<file path="config.mk">
export PLATFORM = sky130hd
export DESIGN_NAME = imem_loader
export DESIGN_NICKNAME = d
export VERILOG_FILES = /design/src/rtl/imem_loader.sv
export SDC_FILE = /design/constraint.sdc
export NUM_CORES = 1
export LEC_CHECK = 0
export CAP_MARGIN = 20
export CELL_PAD_IN_SITES_DETAIL_PLACEMENT = 1
export CELL_PAD_IN_SITES_GLOBAL_PLACEMENT = 1
export CORE_ASPECT_RATIO = 0.9
export CORE_UTILIZATION = 33
export DETAILED_ROUTE_END_ITERATION = 8
export PLACE_DENSITY_LB_ADDON = 0.1
export SLEW_MARGIN = 20
export SYNTH_ARGS = -nofsm -noshare
export SYNTH_HDL_FRONTEND = slang
export SYNTH_SLANG_ARGS = --single-unit
</file>
<file path="constraint.sdc">
create_clock -name clk -period 4.3 [get_ports clk]
set_input_delay 0.645 -clock clk [delete_from_list [all_inputs] [get_ports clk]]
set_output_delay 0.645 -clock clk [all_outputs]
set_load 0.01 [all_outputs]
</file>
<file path="src/rtl/imem_loader.sv">
// Byte-stream instruction-memory loader: count, little-endian words, optional checksum.
// Optional trailing XOR checksum byte is enabled by defining IMEM_LOADER_CSUM_EN.
module imem_loader #(
    parameter int          DEPTH_WORDS = 256,
    parameter logic [31:0] BASE_ADDR   = 32'h0000_0000
) (
    input  logic        clk,
    input  logic        rst,
    input  logic        rx_valid,
    input  logic [7:0]  rx_data,
    output logic        rx_ready,
    output logic        imem_we,
    output logic [31:0] imem_addr,
    output logic [31:0] imem_wdata,
    output logic        core_rst,
    output logic        done,
    output logic        error,
    output logic [15:0] word_cnt
);

    // state  | meaning
    // CNT_LO | waiting for N[7:0]
    // CNT_HI | waiting for N[15:8], range check
    // DATA   | assembling and writing instruction words
    // CSUM   | waiting for checksum byte (checksum build only)
    // DONE   | image loaded, core released
    // ERROR  | load failed, core held in reset
    typedef enum logic [2:0] {
        CNT_LO,
        CNT_HI,
        DATA,
`ifdef IMEM_LOADER_CSUM_EN
        CSUM,
`endif
        DONE,
        ERROR
    } state_t;

`ifdef IMEM_LOADER_CSUM_EN
    localparam state_t AFTER_DATA = CSUM;
`else
    localparam state_t AFTER_DATA = DONE;
`endif
    localparam logic [31:0] DEPTH_L = 32'(DEPTH_WORDS);

    state_t      state, state_nxt;
    logic [15:0] n_words;
    logic [1:0]  lane;
    logic [23:0] word_buf;
    logic        accept;
    logic [15:0] n_full;
    logic        last_word;
`ifdef IMEM_LOADER_CSUM_EN
    logic [7:0]  csum;
`endif

    assign rx_ready  = !rst && (state != DONE) && (state != ERROR);
    assign accept    = rx_valid && rx_ready;
    assign n_full    = {rx_data, n_words[7:0]};
    assign last_word = (word_cnt + 16'd1) == n_words;

    always_ff @(posedge clk) begin
        if (rst) state <= CNT_LO;
        else     state <= state_nxt;
    end

    always_comb begin
        state_nxt = state;
        core_rst  = 1'b1;
        done      = 1'b0;
        error     = 1'b0;
        case (state)
            CNT_LO: if (accept) state_nxt = CNT_HI;
            CNT_HI: begin
                if (accept) begin
                    if ({16'h0000, n_full} > DEPTH_L) state_nxt = ERROR;
                    else if (n_full == 16'd0)         state_nxt = AFTER_DATA;
                    else                              state_nxt = DATA;
                end
            end
            DATA: if (accept && lane == 2'd3 && last_word) state_nxt = AFTER_DATA;
`ifdef IMEM_LOADER_CSUM_EN
            CSUM: if (accept) state_nxt = (rx_data == csum) ? DONE : ERROR;
`endif
            DONE: begin
                core_rst = 1'b0;
                done     = 1'b1;
            end
            ERROR: error = 1'b1;
            default: state_nxt = ERROR;
        endcase
    end

    always_ff @(posedge clk) begin
        if (rst) begin
            n_words    <= 16'd0;
            lane       <= 2'd0;
            word_buf   <= 24'd0;
            word_cnt   <= 16'd0;
            imem_we    <= 1'b0;
            imem_addr  <= BASE_ADDR;
            imem_wdata <= 32'd0;
`ifdef IMEM_LOADER_CSUM_EN
            csum       <= 8'd0;
`endif
        end else begin
            imem_we <= 1'b0;
            if (accept) begin
`ifdef IMEM_LOADER_CSUM_EN
                if (state != CSUM) csum <= csum ^ rx_data;
`endif
                case (state)
                    CNT_LO: n_words[7:0]  <= rx_data;
                    CNT_HI: n_words[15:8] <= rx_data;
                    DATA: begin
                        lane <= lane + 2'd1;
                        // Earlier lanes shift down so lane 0 ends up in wdata[7:0].
                        if (lane == 2'd3) begin
                            imem_we    <= 1'b1;
                            imem_wdata <= {rx_data, word_buf};
                            imem_addr  <= BASE_ADDR + {14'd0, word_cnt, 2'b00};
                            word_cnt   <= word_cnt + 16'd1;
                        end else begin
                            word_buf <= {rx_data, word_buf[23:8]};
                        end
                    end
                    default: ;
                endcase
            end
        end
    end

endmodule

</file>
==> run summary <==
status = finished, final reports clean
Final #Nets = 658
worst skew pair latency = 0.35 ns
first-pass GRT wire length = 20,640 µm
Startpoint Class = register
setup ws final = 1.290 ns
drt total wl = 13,240 µm
routed vias = 4,115
synthesized area = 0.004817 mm²
Worst-path clk slew = 0.07 ns
num rows = 41
worst slew pin tran = 0.7683 ns
Antenna Nets Post-Route = 0
placed cell area = 0.005594 mm²
worst-case clock buffer depth = 2
Gate Count Post-Synth = 593
CP arrival = 3.25 ns
Post-synth EDFFs = 0
Final Critical Period = 3.010 ns
TritonCTS clock tree = yes
register area share after synthesis = 0.4571
Crit Path Class = register to register
die area = 0.01509 mm²
crit path max fanout = 10
post-synthesis cell type count = 57
final hold violations = 0
GP Congestion = 0.7789
# DRC = 0
Power Dens Cells = 363.3 mW/mm²
Pleak = 2.008 nW
Async SR Flop Fraction = 0
H-tree depth = 3
mean number of vias per cell = 4.887
Post-CTS Setup Bufs = 0
post-detail-place hpwl = 9012 µm
Placement Setup Slack = 1.149 ns
n_diodes = 0
CP cell instances = and4_1 -> nand2_1 -> nor4_1 -> a21oi_4 -> or4_1 -> o22a_2 -> mux2_4
Avg Inst Size Synth = 8.123 µm²
Post-Layout Cell Count = 842
clock root buffer = clkbuf_16
Num CTS Buffers = 9
Setup-failing EPs final = 0
RSZ-0062 raised after global routing = no
Final Core Density = 0.4180
initial DRC count = 224
Post-CTS Hold Buffers = 0
Crit path largest cell delay = 0.59 ns
GR Overflow Total = 0
delay-heaviest family, CP = simple AND/OR/NAND/NOR gates
Slew headroom = 0.4870
Seq cells post-synth = 110
top post-synthesis cells by area = dfxtp_1 46%, nand2_1 12%, a21oi_1 8.4%
post-synth top area cell = dfxtp_1
I/O Pins = 96
Synth Flop Type = dfxtp_1
area added between synthesis and finish = 22.86%
largest net degree at the start of global routing = 65
Core Area = 0.01416 mm²
number of global-route vias before repair = 3,833
Critical-path top delay cell = dfxtp_1
Die X = 129.4 µm
post-synth top area share = 0.4571
Placed Cells incl. Taps = 827
Setup Skew = 0.004424 ns
initial antenna violation count = 0
Yosys Warn Count = 0
Die H = 116.6 µm
Commonest cells post-synth = 160 x nand2_1, 110 x dfxtp_1, 81 x a21oi_1
design area = 0.005918 mm²
total clock sinks = 110
drt pass-1 iters = 4
Final period util = 0.6999
most frequent cell after synthesis = nand2_1
WHS = 0.4510 ns
routed len/inst = 15.73 µm
Slew Limit Fails = 0
Setup TNS Final = 0 ns
Initial Utilization = 0.3402
max-cap violations = 0
maximum clock rate = 332.3 MHz
Hold Crit Class = register to register
WP buf/inv = 0
Tot Pwr = 2.150 mW
Tot GR Track Use = 0.1797
CP Data Required Time = 4.54 ns
PostCTS Resize Cnt = 0
share of cells above drive strength 1 = 0.05393
Buffers on Ports = 79
Setup crit end kind = register
Peak supply drop = 0.0001923 V
-- cell usage in the layout, fill, tap and decap left out, types with 2 or more instances in the layout --
cell	n
clkdlybuf4s50_1	78
xor2_1	11
a31oi_1	2
nand4_1	7
xnor2_1	14
and3_1	2
a211oi_1	3
and2_1	2
o311a_1	3
nand3b_1	2
and4_1	3
a21oi_1	81
nand4_2	2
nor2_1	41
nand3_1	5
ha_1	2
clkbuf_16	9
buf_4	7
nor2b_1	2
nor4_1	8
nor3_1	5
conb_1	16
dfxtp_1	110
mux2i_1	16
or3_1	6
o21ai_1	2
nand2_1	160
clkbuf_8	2
bufinv_16	2
inv_1	7
o21ai_0	11
-- registers in the layout, summed over array words and instances (netlist names) --
register / cells
state: 3
n_words: 16
lane: 2
imem_wdata: 32
imem_we: 1
word_cnt: 16
imem_addr: 16
word_buf: 24
-- cell type report --
| cell class | count | area (µm²) |
|---|---|---|
| timing repair buffer | 85 | 833.3 |
| fill | 1727 | 8240 |
| clock buffer | 12 | 256.5 |
| multi-input combinational | 431 | 2287 |
| tap | 193 | 241.5 |
| inverter | 8 | 30.03 |
| sequential | 110 | 2202 |
| clock inverter | 3 | 67.56 |
-- power breakdown --
group,total (mW),switching [mW],internal (mW)
Sequential,1.07,0.0289,1.04
Clock,0.910,0.371,0.540
Combinational,0.173,0.0982,0.0746
Total,2.15,0.498,1.65
-- final timing paths --
kind | start | end | slack (ns) | cells past startpoint
min reg2reg | word_buf[5]$_SDFFE_PP0P_ | imem_wdata[5]$_SDFFE_PP0P_ | 0.45 | 2
max | word_cnt[3]$_SDFFE_PP0P_ | state[0]$_SDFFE_PP0P_ | 1.29 | 7
min | word_buf[5]$_SDFFE_PP0P_ | imem_wdata[5]$_SDFFE_PP0P_ | 0.45 | 2
max reg2reg | word_cnt[3]$_SDFFE_PP0P_ | state[0]$_SDFFE_PP0P_ | 1.29 | 7
-- routing by layer --
layer / share of wire / up-vias / global-route usage / wire length (µm)
li1: - / 2052 / - / -
met1: 0.52 / 1972 / 0.2549 / 6863
met2: 0.44 / 84 / 0.2713 / 5784
met3: 0.036 / 7 / 0.04489 / 473
met4: 0.0091 / 0 / 0.04392 / 121
met5: 0 / - / 0 / 0
-- kinds of logic after synthesis --
| family | Yosys count | synth area share |
|---|---|---|
| simple gates | 253 | 0.2314 |
| mux | 17 | 0.03636 |
| compound gates | 117 | 0.1405 |
| fa+ha+maj | 2 | 0.005194 |
| xor+xnor | 26 | 0.04883 |
| other cells | 1 | 0.0007785 |
| buf+inv | 67 | 0.07974 |
| flops | 110 | 0.4571 |
-- worst reg2reg max path: stages (launching register included) --
cell and delay (ns):
dfxtp_1 0.59, and4_1 0.51, nand2_1 0.17, nor4_1 0.45, a21oi_4 0.05, or4_1 0.58, o22a_2 0.24, mux2_4 0.30
Power figures use the tool's default switching activity.
